--- config.mk ---
export PLATFORM = sky130hd
export DESIGN_NAME = fsm_seq_ctrl
export DESIGN_NICKNAME = d
export VERILOG_FILES = /design/src/rtl/fsm_seq_ctrl.sv
export SDC_FILE = /design/constraint.sdc
export NUM_CORES = 1
export LEC_CHECK = 0
export CAP_MARGIN = 20
export CORE_UTILIZATION = 35
export CTS_CLUSTER_SIZE = 10
export DETAILED_ROUTE_END_ITERATION = 7
export SYNTH_ARGS = -nofsm -noshare
export SYNTH_HDL_FRONTEND = slang
export SYNTH_SLANG_ARGS = --single-unit
--- constraint.sdc ---
create_clock -name clk -period 3.3 [get_ports clk]
set_clock_uncertainty 0.05 [all_clocks]
set_input_delay 0.99 -clock clk [delete_from_list [all_inputs] [get_ports clk]]
set_output_delay 0.99 -clock clk [all_outputs]
set_load 0.05 [all_outputs]
--- src/rtl/fsm_seq_ctrl.sv ---
// -----------------------------------------------------------------------------
// fsm_seq_ctrl
//
// Bring-up controller for a single-bit serial FSM. On an accepted start it
// latches a pattern of len bits and shifts it onto x_out MSB-first (bit len-1
// first), one bit per clock, then drives FLUSH_CYC idle-zero cycles. Every
// clock edge spent shifting or flushing counts a y_in pulse into a saturating
// hit counter. A one-cycle DONE state closes each normal run.
//
// Ports
//   clk      in   system clock, rising edge
//   rst_n    in   asynchronous active-low reset
//   start    in   run request, sampled only while idle
//   abort    in   synchronous cancel of an active run
//   pattern  in   [PAT_W-1:0] bits to send, bit len-1 first
//   len      in   [LEN_W-1:0] pattern length, legal range 1..PAT_W
//   y_in     in   output y of the FSM under test
//   x_out    out  input x of the FSM under test (registered)
//   busy     out  run in progress (shifting or flushing)
//   done     out  one-cycle pulse, run completed normally
//   err      out  one-cycle pulse, start refused because of illegal len
//   aborted  out  one-cycle pulse, run cancelled by abort
//   hit_cnt  out  [CNT_W-1:0] y pulses counted in the last/current run
// -----------------------------------------------------------------------------
module fsm_seq_ctrl #(
    parameter int PAT_W     = 16,
    parameter int LEN_W     = 5,
    parameter int CNT_W     = 5,
    parameter int FLUSH_CYC = 2
) (
    input  logic             clk,
    input  logic             rst_n,
    input  logic             start,
    input  logic             abort,
    input  logic [PAT_W-1:0] pattern,
    input  logic [LEN_W-1:0] len,
    input  logic             y_in,
    output logic             x_out,
    output logic             busy,
    output logic             done,
    output logic             err,
    output logic             aborted,
    output logic [CNT_W-1:0] hit_cnt
);

    localparam int IDX_W = (PAT_W > 1) ? $clog2(PAT_W) : 1;
    localparam int FC_W  = (FLUSH_CYC > 1) ? $clog2(FLUSH_CYC) : 1;

    localparam logic [LEN_W-1:0] LEN_MAX  = LEN_W'(PAT_W);
    localparam logic [CNT_W-1:0] CNT_MAX  = {CNT_W{1'b1}};
    localparam logic [FC_W-1:0]  FC_LOAD  = FC_W'(FLUSH_CYC - 1);

    typedef enum logic [1:0] {
        S_IDLE  = 2'd0,
        S_SHIFT = 2'd1,
        S_FLUSH = 2'd2,
        S_DONE  = 2'd3
    } state_e;

    state_e           state_q,   state_d;
    logic [PAT_W-1:0] pat_q,     pat_d;
    logic [IDX_W-1:0] idx_q,     idx_d;     // index of the bit now on x_out
    logic [FC_W-1:0]  fcnt_q,    fcnt_d;    // flush cycles still to go, minus one
    logic             x_q,       x_d;
    logic             done_q,    done_d;
    logic             err_q,     err_d;
    logic             aborted_q, aborted_d;
    logic [CNT_W-1:0] cnt_q,     cnt_d;

    logic             len_ok;
    logic [IDX_W-1:0] len_idx;
    logic [IDX_W-1:0] idx_nxt;

    assign len_ok  = (len != '0) && (len <= LEN_MAX);
    assign len_idx = IDX_W'(len - LEN_W'(1));
    assign idx_nxt = idx_q - IDX_W'(1);

    // -------------------------------------------------------------------------
    // Next-state and output logic
    // -------------------------------------------------------------------------
    always_comb begin
        // NOTE: every _d signal is given a default before the case so that no
        // path leaves it unassigned and no latch is inferred.
        state_d   = state_q;
        pat_d     = pat_q;
        idx_d     = idx_q;
        fcnt_d    = fcnt_q;
        x_d       = 1'b0;
        cnt_d     = cnt_q;
        done_d    = 1'b0;
        err_d     = 1'b0;
        aborted_d = 1'b0;

        unique case (state_q)
            S_IDLE: begin
                // abort is deliberately not looked at here: start wins.
                if (start) begin
                    if (len_ok) begin
                        pat_d   = pattern;
                        idx_d   = len_idx;
                        x_d     = pattern[len_idx];
                        cnt_d   = '0;
                        state_d = S_SHIFT;
                    end else begin
                        err_d = 1'b1;
                    end
                end
            end

            S_SHIFT, S_FLUSH: begin
                if (abort) begin
                    // The cancelling edge itself does not count y_in.
                    state_d   = S_IDLE;
                    aborted_d = 1'b1;
                end else begin
                    if (y_in && (cnt_q != CNT_MAX)) begin
                        cnt_d = cnt_q + CNT_W'(1);
                    end
                    if (state_q == S_SHIFT) begin
                        if (idx_q == '0) begin
                            fcnt_d  = FC_LOAD;
                            state_d = S_FLUSH;
                        end else begin
                            idx_d = idx_nxt;
                            x_d   = pat_q[idx_nxt];
                        end
                    end else begin
                        if (fcnt_q == '0) begin
                            done_d  = 1'b1;
                            state_d = S_DONE;
                        end else begin
                            fcnt_d = fcnt_q - FC_W'(1);
                        end
                    end
                end
            end

            S_DONE: begin
                state_d = S_IDLE;
            end

            default: begin
                state_d = S_IDLE;
            end
        endcase
    end

    // -------------------------------------------------------------------------
    // State registers
    // -------------------------------------------------------------------------
    always_ff @(posedge clk or negedge rst_n) begin
        if (!rst_n) begin
            state_q   <= S_IDLE;
            pat_q     <= '0;
            idx_q     <= '0;
            fcnt_q    <= '0;
            x_q       <= 1'b0;
            done_q    <= 1'b0;
            err_q     <= 1'b0;
            aborted_q <= 1'b0;
            cnt_q     <= '0;
        end else begin
            // NOTE: sequential state is updated with non-blocking assignments
            // only, so every register sees the pre-edge values of the others.
            state_q   <= state_d;
            pat_q     <= pat_d;
            idx_q     <= idx_d;
            fcnt_q    <= fcnt_d;
            x_q       <= x_d;
            done_q    <= done_d;
            err_q     <= err_d;
            aborted_q <= aborted_d;
            cnt_q     <= cnt_d;
        end
    end

    assign x_out   = x_q;
    assign busy    = (state_q == S_SHIFT) || (state_q == S_FLUSH);
    assign done    = done_q;
    assign err     = err_q;
    assign aborted = aborted_q;
    assign hit_cnt = cnt_q;

endmodule

==> reports/results.tsv <==
stage	metric	value	unit
flow_run	max_cap_violations	0	
setup_path	crit_type	input pin to flop	
logic_synthesis	synth-edff-count	0	
power_and_ir_drop	power_density	979	nW/um^2
logic_synthesis	yosysWarnings	0	
route	via_count	1351	
run_status	outcome	complete, no violations	
logic_synthesis	synth-async-reset-ratio	100	%
cts	root_buffer	clkbuf_8	
die	fp.dieH	74.8	um
route	route.detailed.drc	0	
die	dieWidth	74.8	um
setup_path	critPathMaxFanout	10	
layout	nNetsFinal	232	
place	dp_hpwl	3.00	mm
layout	area_delta_synth_final	30.5	%
timing	worst_slew_pin_slew	0.615	ns
global_routing	grt_pass1_wl	6.72	mm
timing	drv_slew	0	
cts	cts_tree	built	
logic_synthesis	synth_area	1850	um^2
setup_path	critPathLaunchType	input pin	
place	gp_congestion	0.855	
setup_path	endpoint_kind	flop	
layout	regArea	801	um^2
timing	post-route-min-period	3.03	ns
cts	clock_sinks	32	
timing	setup_tns	0	ns
route	drtIter0Drc	36	
setup_path	critPathRequiredTime	3.45	ns
layout	final_util	47.3	%
die	pin_count	36	
cts	clk_latency	0.28	ns
die	row_count	26	
min_path	hold_path_class	flop to flop	
cts	clk_pin_slew	0.07	ns
logic_synthesis	synthFlopType	dfrtp_1	
die	dieArea	5590	um^2
logic_synthesis	yosysUniqueCellTypes	34	
timing	relSlewSlack	59.0	%
power_and_ir_drop	p_leak	0.00103	uW
route	avgRoutedWirePerCell	14.8	um
layout	antennaDiodeCount	0	
timing	timing.final.crit_share	92.0	%
layout	drive_gt1_share	21.4	%
die	start_util	36.3	%
logic_synthesis	synth_cells	154	
layout	nFillCells	495	
route	finalWirelength	3.95	mm
layout	final_cells	266	
cts	cts_setup_buffers	0	
die	core	5110	um^2
global_routing	grt_max_degree	33	
cts	cts_resized	0	
route	drt_first_pass_iters	4	
place	io_buffers	35	
global_routing	antenna_found_initial	0	
global_routing	grt_pass1_vias	1408	
timing	fmax	0.330	GHz
logic_synthesis	synth_top_area_cell	dfrtp_1	
global_routing	overflow	0	
logic_synthesis	ys_ff_latch	32	
logic_synthesis	yosysSeqAreaShare	43.2	%
logic_synthesis	yosys.area.top_type_share	43.2	%
setup_path	critPathArrivalTime	3.18	ns
cts	cts_made_buffers	5	
layout	multi_input_area	993	um^2
logic_synthesis	syn_area_per_cell	12.0	um^2
logic_synthesis	ys_top_cells_by_area	dfrtp_1, mux2_2, ha_1	
power_and_ir_drop	max-vdd-ir-drop	0.349	mV
route	postRouteAntennaNets	0	
timing	finalHoldViolCount	0	
place	placed_cells	259	
logic_synthesis	syn_nets	190	
timing	finalSetupViolations	0	
global_routing	grt_usage	16.3	%
cts	clockBufferDepth	2	
timing	rsz0062_at_grt	false	
route	vias_per_cell	5.08	
cts	hold_buffers	0	
cts	htreeDepth	2	
[path summary, 6_finish.rpt]
check / from / endpoint / slack, ns / cells after the start
max in group asynchronous: rst_n / state_q[0] / 1.84 / 2
hold / removal: fcnt_q / done / 0.44 / 1
setup / recovery: len[0] / hit_cnt[2] / 0.27 / 10
setup reg to reg: idx_q[0] / x_out / 0.64 / 7
min in group asynchronous: rst_n / hit_cnt[3] / 1.06 / 2
hold reg to reg: fcnt_q / done / 0.44 / 1
[cells by family (layout without fill, tap and decap cells)]
kind of cell             Yosys count  count (layout)  synth area share [%]
buffers and inverters             15              57                  3.17
XOR/XNOR                           5               5                  2.77
AND/OR/NAND/NOR                   35              35                  9.79
multiplexers                      34              34                  26.5
flip-flops                        32              32                  43.2
AO/OA/AOI/OAI                     23              23                  7.77
adder cells (fa/ha/maj)           10              10                  6.75
[metrics by stage]
stage          hold WS [ns]  worst slack [ns]  total power (uW)  area [um^2]
2_1_floorplan         0.381             0.200              1680         1850
3_3_place_gp          0.414            0.0490              2020         2320
3_5_place_dp          0.419           -0.0218              2060         2320
4_1_cts               0.441             0.277              2400         2420
5_1_grt               0.461            0.0430              2570         2420
6_report              0.440             0.266              2370         2420
[critical path, stage by stage]
cell and delay (ns):
clkdlybuf4s50_1 0.43, inv_1 0.09, ha_1 0.17, nor3b_1 0.29
xnor2_1 0.19, a21boi_0 0.18, buf_4 0.20, or2_2 0.31
buf_4 0.14, o221ai_1 0.19
[synth_stat cells (2+ instances only)]
cell type / instances
clkbuf_1: 4
ha_1: 10
nand3_1: 2
or2_2: 2
mux4_1: 4
nand2_1: 8
nor3_1: 5
xnor2_1: 3
mux2i_1: 6
nor2_1: 6
inv_1: 9
o21ai_0: 13
nor3b_1: 2
nand3b_1: 3
nand2b_1: 3
buf_2: 2
mux2_2: 19
mux4_2: 5
and3_1: 2
dfrtp_1: 32
[per-layer routing]
layer / global-route usage, % / part of all wire (%)
met5: 0 / 0
met3: 4.69 / 4.5
met4: 5.03 / 1.0
met2: 27.4 / 48
met1: 20.4 / 46
[sequential cells by signal, indices dropped and copies added, names as in the netlist]
register,flops
fcnt_q,1
pat_q,16
done,1
idx_q,4
aborted,1
hit_cnt,5
err,1
x_out,1
state_q,2
[power by group]
group	total, uW	internal [uW]	switching, uW
combinational	1320	647	673
sequential	716	583	133
clock	331	186	145
[cells in the final DEF (no fill, tap or decap), types with 4 or more instances in the layout]
cell,count
buf_4,6
clkbuf_8,7
clkdlybuf4s50_1,34
dfrtp_1,32
ha_1,10
inv_1,9
mux2_2,19
mux2i_1,6
mux4_1,4
mux4_2,5
nand2_1,8
nor2_1,6
nor3_1,5
o21ai_0,13
[area by class of cell]
cell class | count | area share, %
Clock buffer | 7 | 3.99
Multi-Input combinational cell | 107 | 41.1
Inverter | 9 | 1.40
Sequential cell | 32 | 33.1
Tap cell | 70 | 3.62
Timing Repair Buffer | 41 | 16.8
(Power assumes the default switching activity.)
